===== config.mk =====
export PLATFORM = sky130hd
export DESIGN_NAME = softmax_normalizer
export DESIGN_NICKNAME = d
export VERILOG_FILES = /design/src/rtl/softmax_pkg.sv /design/src/rtl/softmax_row_buf.sv /design/src/rtl/softmax_normalizer.sv
export SDC_FILE = /design/constraint.sdc
export NUM_CORES = 2
export LEC_CHECK = 0
export BUFFER_PORTS_ARGS = -buffer_cell sky130_fd_sc_hd__buf_2
export CORE_ASPECT_RATIO = 0.8
export CORE_MARGIN = 2
export CORE_UTILIZATION = 64
export CTS_BUF_LIST = sky130_fd_sc_hd__clkbuf_16
export CTS_CLUSTER_DIAMETER = 200
export DETAILED_ROUTE_END_ITERATION = 16
export PLACE_DENSITY = 0.87
export SETUP_SLACK_MARGIN = 0.05
export SKIP_LAST_GASP = 1
export SLEW_MARGIN = 10
export SYNTH_ARGS = -nofsm -noshare
export SYNTH_HDL_FRONTEND = slang
export SYNTH_HIERARCHICAL = 1
export SYNTH_SLANG_ARGS = --single-unit

===== constraint.sdc =====
create_clock -name i_clk -period 10.67 [get_ports i_clk]
set_clock_uncertainty 0.15 [all_clocks]
set_input_delay 0.5335 -clock i_clk [delete_from_list [all_inputs] [get_ports i_clk]]
set_output_delay 0.5335 -clock i_clk [all_outputs]
set_load 0.02 [all_outputs]

===== src/rtl/softmax_pkg.sv =====
// Shared constants, state encoding and output scaling for the softmax normaliser.
// SOFTMAX_ROUND_EN selects round-half-up scaling instead of truncation.
package softmax_pkg;

  localparam int MAX_LEN  = 64;
  localparam int DATA_W   = 18;
  localparam int RECIP_W  = 36;
  localparam int OUT_W    = 16;
  localparam int OUT_FRAC = 15;
  localparam int SHIFT    = RECIP_W - OUT_FRAC;
  localparam int IDX_W    = $clog2(MAX_LEN);
  localparam int CNT_W    = IDX_W + 1;
  localparam int PROD_W   = DATA_W + RECIP_W + 1;
  localparam int RES_W    = PROD_W - SHIFT;

  localparam logic [DATA_W-1:0] SUM_MAX = '1;
  localparam logic [RES_W-1:0]  RES_LIM = RES_W'((1 << OUT_W) - 1);
  localparam logic [PROD_W-1:0] HALF    = PROD_W'(1) << (SHIFT - 1);

  typedef enum logic [1:0] {
    S_LOAD,
    S_RECIP,
    S_NORM
  } state_e;

  function automatic logic [OUT_W-1:0] scale(
    input logic [DATA_W-1:0]  d,
    input logic [RECIP_W-1:0] r
  );
    logic [PROD_W-1:0] prod;
    logic [RES_W-1:0]  res;
    prod = PROD_W'(d) * PROD_W'(r);
`ifdef SOFTMAX_ROUND_EN
    prod = prod + HALF;
`endif
    res = prod[PROD_W-1:SHIFT];
    return (res > RES_LIM) ? '1 : res[OUT_W-1:0];
  endfunction

endpackage


===== src/rtl/softmax_row_buf.sv =====
// One-row element store for the softmax normaliser.
// Single write port, asynchronous read port.
module softmax_row_buf
  import softmax_pkg::*;
(
  input  logic              clk,
  input  logic              we,
  input  logic [IDX_W-1:0]  waddr,
  input  logic [DATA_W-1:0] wdata,
  input  logic [IDX_W-1:0]  raddr,
  output logic [DATA_W-1:0] rdata
);

  logic [DATA_W-1:0] mem [MAX_LEN];

  always_ff @(posedge clk) begin
    if (we) mem[waddr] <= wdata;
  end

  assign rdata = mem[raddr];

endmodule


===== src/rtl/softmax_normalizer.sv =====
// Softmax row normaliser: buffer row, sum, latch reciprocal, stream Q1.15.
// SOFTMAX_ROUND_EN selects rounding of the scaled output.
module softmax_normalizer
  import softmax_pkg::*;
(
  input  logic               i_clk,
  input  logic               i_rst,
  input  logic               i_in_valid,
  output logic               o_in_ready,
  input  logic [DATA_W-1:0]  i_in_data,
  input  logic               i_in_last,
  output logic [DATA_W-1:0]  o_sum,
  input  logic [RECIP_W-1:0] i_recip,
  output logic               o_out_valid,
  input  logic               i_out_ready,
  output logic [OUT_W-1:0]   o_out_data,
  output logic               o_out_last,
  output logic               o_sat
);

  state_e state, nxt;

  logic               row_start;
  logic [CNT_W-1:0]   wr_idx;
  logic [CNT_W-1:0]   rd_idx;
  logic [DATA_W-1:0]  sum;
  logic [RECIP_W-1:0] recip_q;
  logic [RECIP_W-1:0] recip_eff;
  logic [DATA_W-1:0]  rd_data;
  logic [IDX_W-1:0]   widx;
  logic [DATA_W:0]    acc;
  logic               in_fire;
  logic               row_end;
  logic               out_fire;
  logic               more;
  logic               load;

  assign in_fire  = i_in_valid & o_in_ready & (state == S_LOAD);
  assign widx     = row_start ? '0 : wr_idx[IDX_W-1:0];
  assign row_end  = in_fire &
                    (i_in_last | (widx == IDX_W'(MAX_LEN - 1)));
  assign acc      = {1'b0, row_start ? '0 : sum} + {1'b0, i_in_data};
  assign out_fire = o_out_valid & i_out_ready;
  assign more     = rd_idx < wr_idx;
  assign load     = ((state == S_RECIP) | (state == S_NORM)) &
                    (~o_out_valid | i_out_ready) & more;

  // First element is scaled in S_RECIP straight from the reciprocal input.
  assign recip_eff = (state != S_RECIP) ? recip_q :
                     (sum == '0) ? '0 : i_recip;

  assign o_sum = sum;

  softmax_row_buf u_buf (
    .clk   (i_clk),
    .we    (in_fire),
    .waddr (widx),
    .wdata (i_in_data),
    .raddr (rd_idx[IDX_W-1:0]),
    .rdata (rd_data)
  );

  always_ff @(posedge i_clk or posedge i_rst) begin
    if (i_rst) state <= S_LOAD;
    else       state <= nxt;
  end

  always_comb begin
    nxt = state;
    unique case (state)
      S_LOAD:  if (row_end) nxt = S_RECIP;
      S_RECIP: nxt = S_NORM;
      S_NORM:  if (out_fire & o_out_last) nxt = S_LOAD;
      default: nxt = S_LOAD;
    endcase
  end

  always_ff @(posedge i_clk or posedge i_rst) begin
    if (i_rst) begin
      o_in_ready  <= 1'b0;
      row_start   <= 1'b1;
      wr_idx      <= '0;
      rd_idx      <= '0;
      sum         <= '0;
      o_sat       <= 1'b0;
      recip_q     <= '0;
      o_out_valid <= 1'b0;
      o_out_data  <= '0;
      o_out_last  <= 1'b0;
    end else begin
      o_in_ready <= (nxt == S_LOAD);
      if (in_fire) begin
        row_start <= 1'b0;
        wr_idx    <= CNT_W'(widx) + CNT_W'(1);
        sum       <= acc[DATA_W] ? SUM_MAX : acc[DATA_W-1:0];
        o_sat     <= (~row_start & o_sat) | acc[DATA_W];
      end
      if (state == S_RECIP) recip_q <= recip_eff;
      if (state == S_LOAD) rd_idx <= '0;
      if (load) begin
        o_out_valid <= 1'b1;
        o_out_data  <= scale(rd_data, recip_eff);
        o_out_last  <= (rd_idx == wr_idx - CNT_W'(1));
        rd_idx      <= rd_idx + CNT_W'(1);
      end else if (out_fire) begin
        o_out_valid <= 1'b0;
      end
      if ((state == S_NORM) && (nxt == S_LOAD)) row_start <= 1'b1;
    end
  end

endmodule


==> results_dict.tcl <==
set metrics [dict create \
    rr_endpoint "o_out_data[3]" \
    detail_route.wl_per_cell_um 32.0 \
    critPathLaunchType "register" \
    antenna_found_initial 15 \
    drv_slew 0 \
    dr_total_vias 45900 \
    cts_sinks 1243 \
    routed_via_density 6.92 \
    grt_pass1_vias 47100 \
    required_ns 11.14 \
    syn-cell-area_sq_um 69600 \
    relSlewSlack_pct 1.67 \
    gp_congestion 0.918 \
    crit_top_cell "fa_1" \
    portBuffers 96 \
    fmax_ghz 0.0951 \
    fin_ws_ns 0.156 \
    clk_latency_ns 0.79 \
    grt-ovfl-total 0 \
    r2r_cells 30 \
    start_util_pct 64.4 \
    ff2ff_setup_slack_ns 0.16 \
    syn-num-nets 5666 \
    drc 0 \
    ctsRootBufferMaster "clkbuf_16" \
    period_share_pct 98.5 \
    finalHoldViolations 0 \
    hp-class "in -> reg" \
    synth-async-reset-ratio_pct 7.32 \
    grt_max_degree 66 \
    crit_family "adder cells" \
    grt_pass1_wl_mm 312 \
    fp.dieArea_sq_um 111000 \
    slowest_stage "dfrtp_4" \
    worst_hold_path.num_cells 4 \
    synth_common_cells "1,152 x edfxtp_1, 690 x inv_1, 574 x nand2_1, 543 x fa_1, 300 x mux4_2" \
    synth-main-ff-cell "edfxtp_1" \
    routed_wl_mm 212 \
    critPathKind "reg -> reg" \
    nNetsFinal 5860 \
    die_x_um 373 \
    area_delta_synth_final_pct 10.0 \
    postRouteAntennaNets 0 \
    synth_most_common_cell "edfxtp_1" \
    r2r_start "rd_idx[0]" \
    drt_iter0_markers 7872 \
    worstSetupEndpointType "register" \
    slowest_delay_ns 0.73 \
    cts.clk_slew.worst_paths_ns 0.06 \
    cts_buffers 113 \
    grt_usage_pct 38.8 \
    coreArea_sq_um 108000 \
    htree_levels 3 \
    tns_ns 0 \
    post-route-util_pct 70.9 \
    netlist.area_leader.share_pct 49.7 \
    row_count 108 \
    drt_first_pass_iters 13 \
    fin_crit_ns 10.51 \
    ys_warn_count 6 \
    worst_slew_pin_slew_ns 1.47 \
    ys_seq_area_share_pct 53.0 \
    post-dp-hpwl_mm 126 \
    synth_largest_area_cell "edfxtp_1" \
    cts_buffer_depth 3 \
    timing.critical_path.arrival_ns 10.98 \
    die_h_um 299 \
    synth_cell_types 87 \
    synth_edf_count 1152 \
    syn_inst 4907 \
    rsz0062_at_grt "no" \
    io_pins 97 \
    synth_seq_cells 1243 \
    status "complete, no violations" \
    critical_path_buf_inv_count 8 \
    final-setup-viol-count 0 \
    synth_area_leaders "edfxtp_1 50%, fa_1 16%, mux4_2 9.7%" \
    cts_tree "done" \
    place_ws_ns 0.333 \
    min_to "recip_q[11]" \
    drive_gt1_share_pct 17.6 \
    cp_max_fo 20 \
    max_cap_violations 0 \
    hp-start "i_recip[11]" \
    avgSynthCellArea_sq_um 14.2 \
]
-- state kept, by name, summed over array words and instances, names as in the netlist --
name,cells
o_in_ready,1
o_out_last,1
o_sat,1
u_buf/mem,1152
rd_idx,7
o_out_valid,1
o_out_data,16
state,2
o_sum,18
recip_q,36
wr_idx,7
row_start,1
-- metal layers --
metal	global-route usage, %	share of wire (%)	vias to the layer above
met2	58.1	45	4559
li1	-	-	17500
met4	21.4	7.5	8
met1	48.9	32	22700
met5	0	0.024	-
met3	15.7	16	1205
-- tightest hold or removal path: stages --
cell and delay (ns):
buf_2 0.10, nand2_1 0.05, o21ai_1 0.05, buf_4 0.22
-- through the flow --
step | hold WS, ns | area, sq um | cells
after global placement | 0.308 | 72600 | 6402
after CTS | 0.0727 | 76400 | 6616
after global routing | 0.0917 | 76600 | 6626
after floorplan | 0.342 | 69600 | 4907
final | 0.103 | 76600 | 6634
after detailed placement | 0.322 | 72600 | 6402
-- cells by family (layout without fill, tap and decap cells) --
kind of cell    count (synthesis)  count (layout)  share of synthesized area (%)
buf+inv                       937            1226                           5.47
xor+xnor                       50              50                          0.629
compound gates                446             446                           4.05
mux                           375             375                           10.8
flops                        1243            1243                           53.0
fa+ha+maj                     700             700                           18.4
simple gates                 1156            1156                           7.64
other cells                     0               8                              0
-- placed cells by master (no fill, tap or decap), types with 29 or more instances in the layout --
cell / Yosys / layout
a21oi_1: 96 / 96
nor2_2: 1 / 34
nor2b_1: 29 / 29
clkbuf_16: 0 / 113
nand2_1: 574 / 574
fa_1: 543 / 543
nor2_1: 188 / 154
buf_4: 19 / 209
and2_1: 194 / 194
edfxtp_1: 1152 / 1152
o21ai_1: 62 / 48
nor3_1: 43 / 41
xnor2_1: 35 / 35
dfrtp_1: 90 / 85
buf_2: 37 / 95
o21ai_0: 94 / 88
mux2i_1: 63 / 62
inv_1: 690 / 707
ha_1: 157 / 157
mux4_2: 300 / 300
-- cell type report --
type | instances | area, sq um
diodes | 8 | 20.0
clock buffers | 113 | 2830
clock inverters | 97 | 902
fillers | 6319 | 31500
inverters | 691 | 2600
multi-input cells | 2727 | 29200
flip-flops and latches | 1243 | 36900
well taps | 1430 | 1790
repair buffers | 325 | 2410
-- what timing repair did --
item / CTS / global route
hold endpoints to repair: 30 / 0
setup buffers: 0 / 10
resized for setup: 0 / 11
hold buffers: 4 / 0
endpoints found under the setup margin: 0 / 16
-- worst max path at each step --
stage | from | endpoint | slack, ns | cells past startpoint
floorplan | rd_idx[1] | o_out_data[1] | 2.13 | 32
global placement | rd_idx[0] | o_out_data[0] | 0.62 | 29
detailed placement | rd_idx[0] | o_out_data[5] | 0.33 | 29
CTS | rd_idx[0] | o_out_data[3] | 0.11 | 29
global route | rd_idx[0] | o_out_data[13] | 0.03 | 29
finish | rd_idx[0] | o_out_data[3] | 0.16 | 30
Power is not shown: default switching activity piles up to over one toggle a cycle in this logic, so the estimate is an artifact.
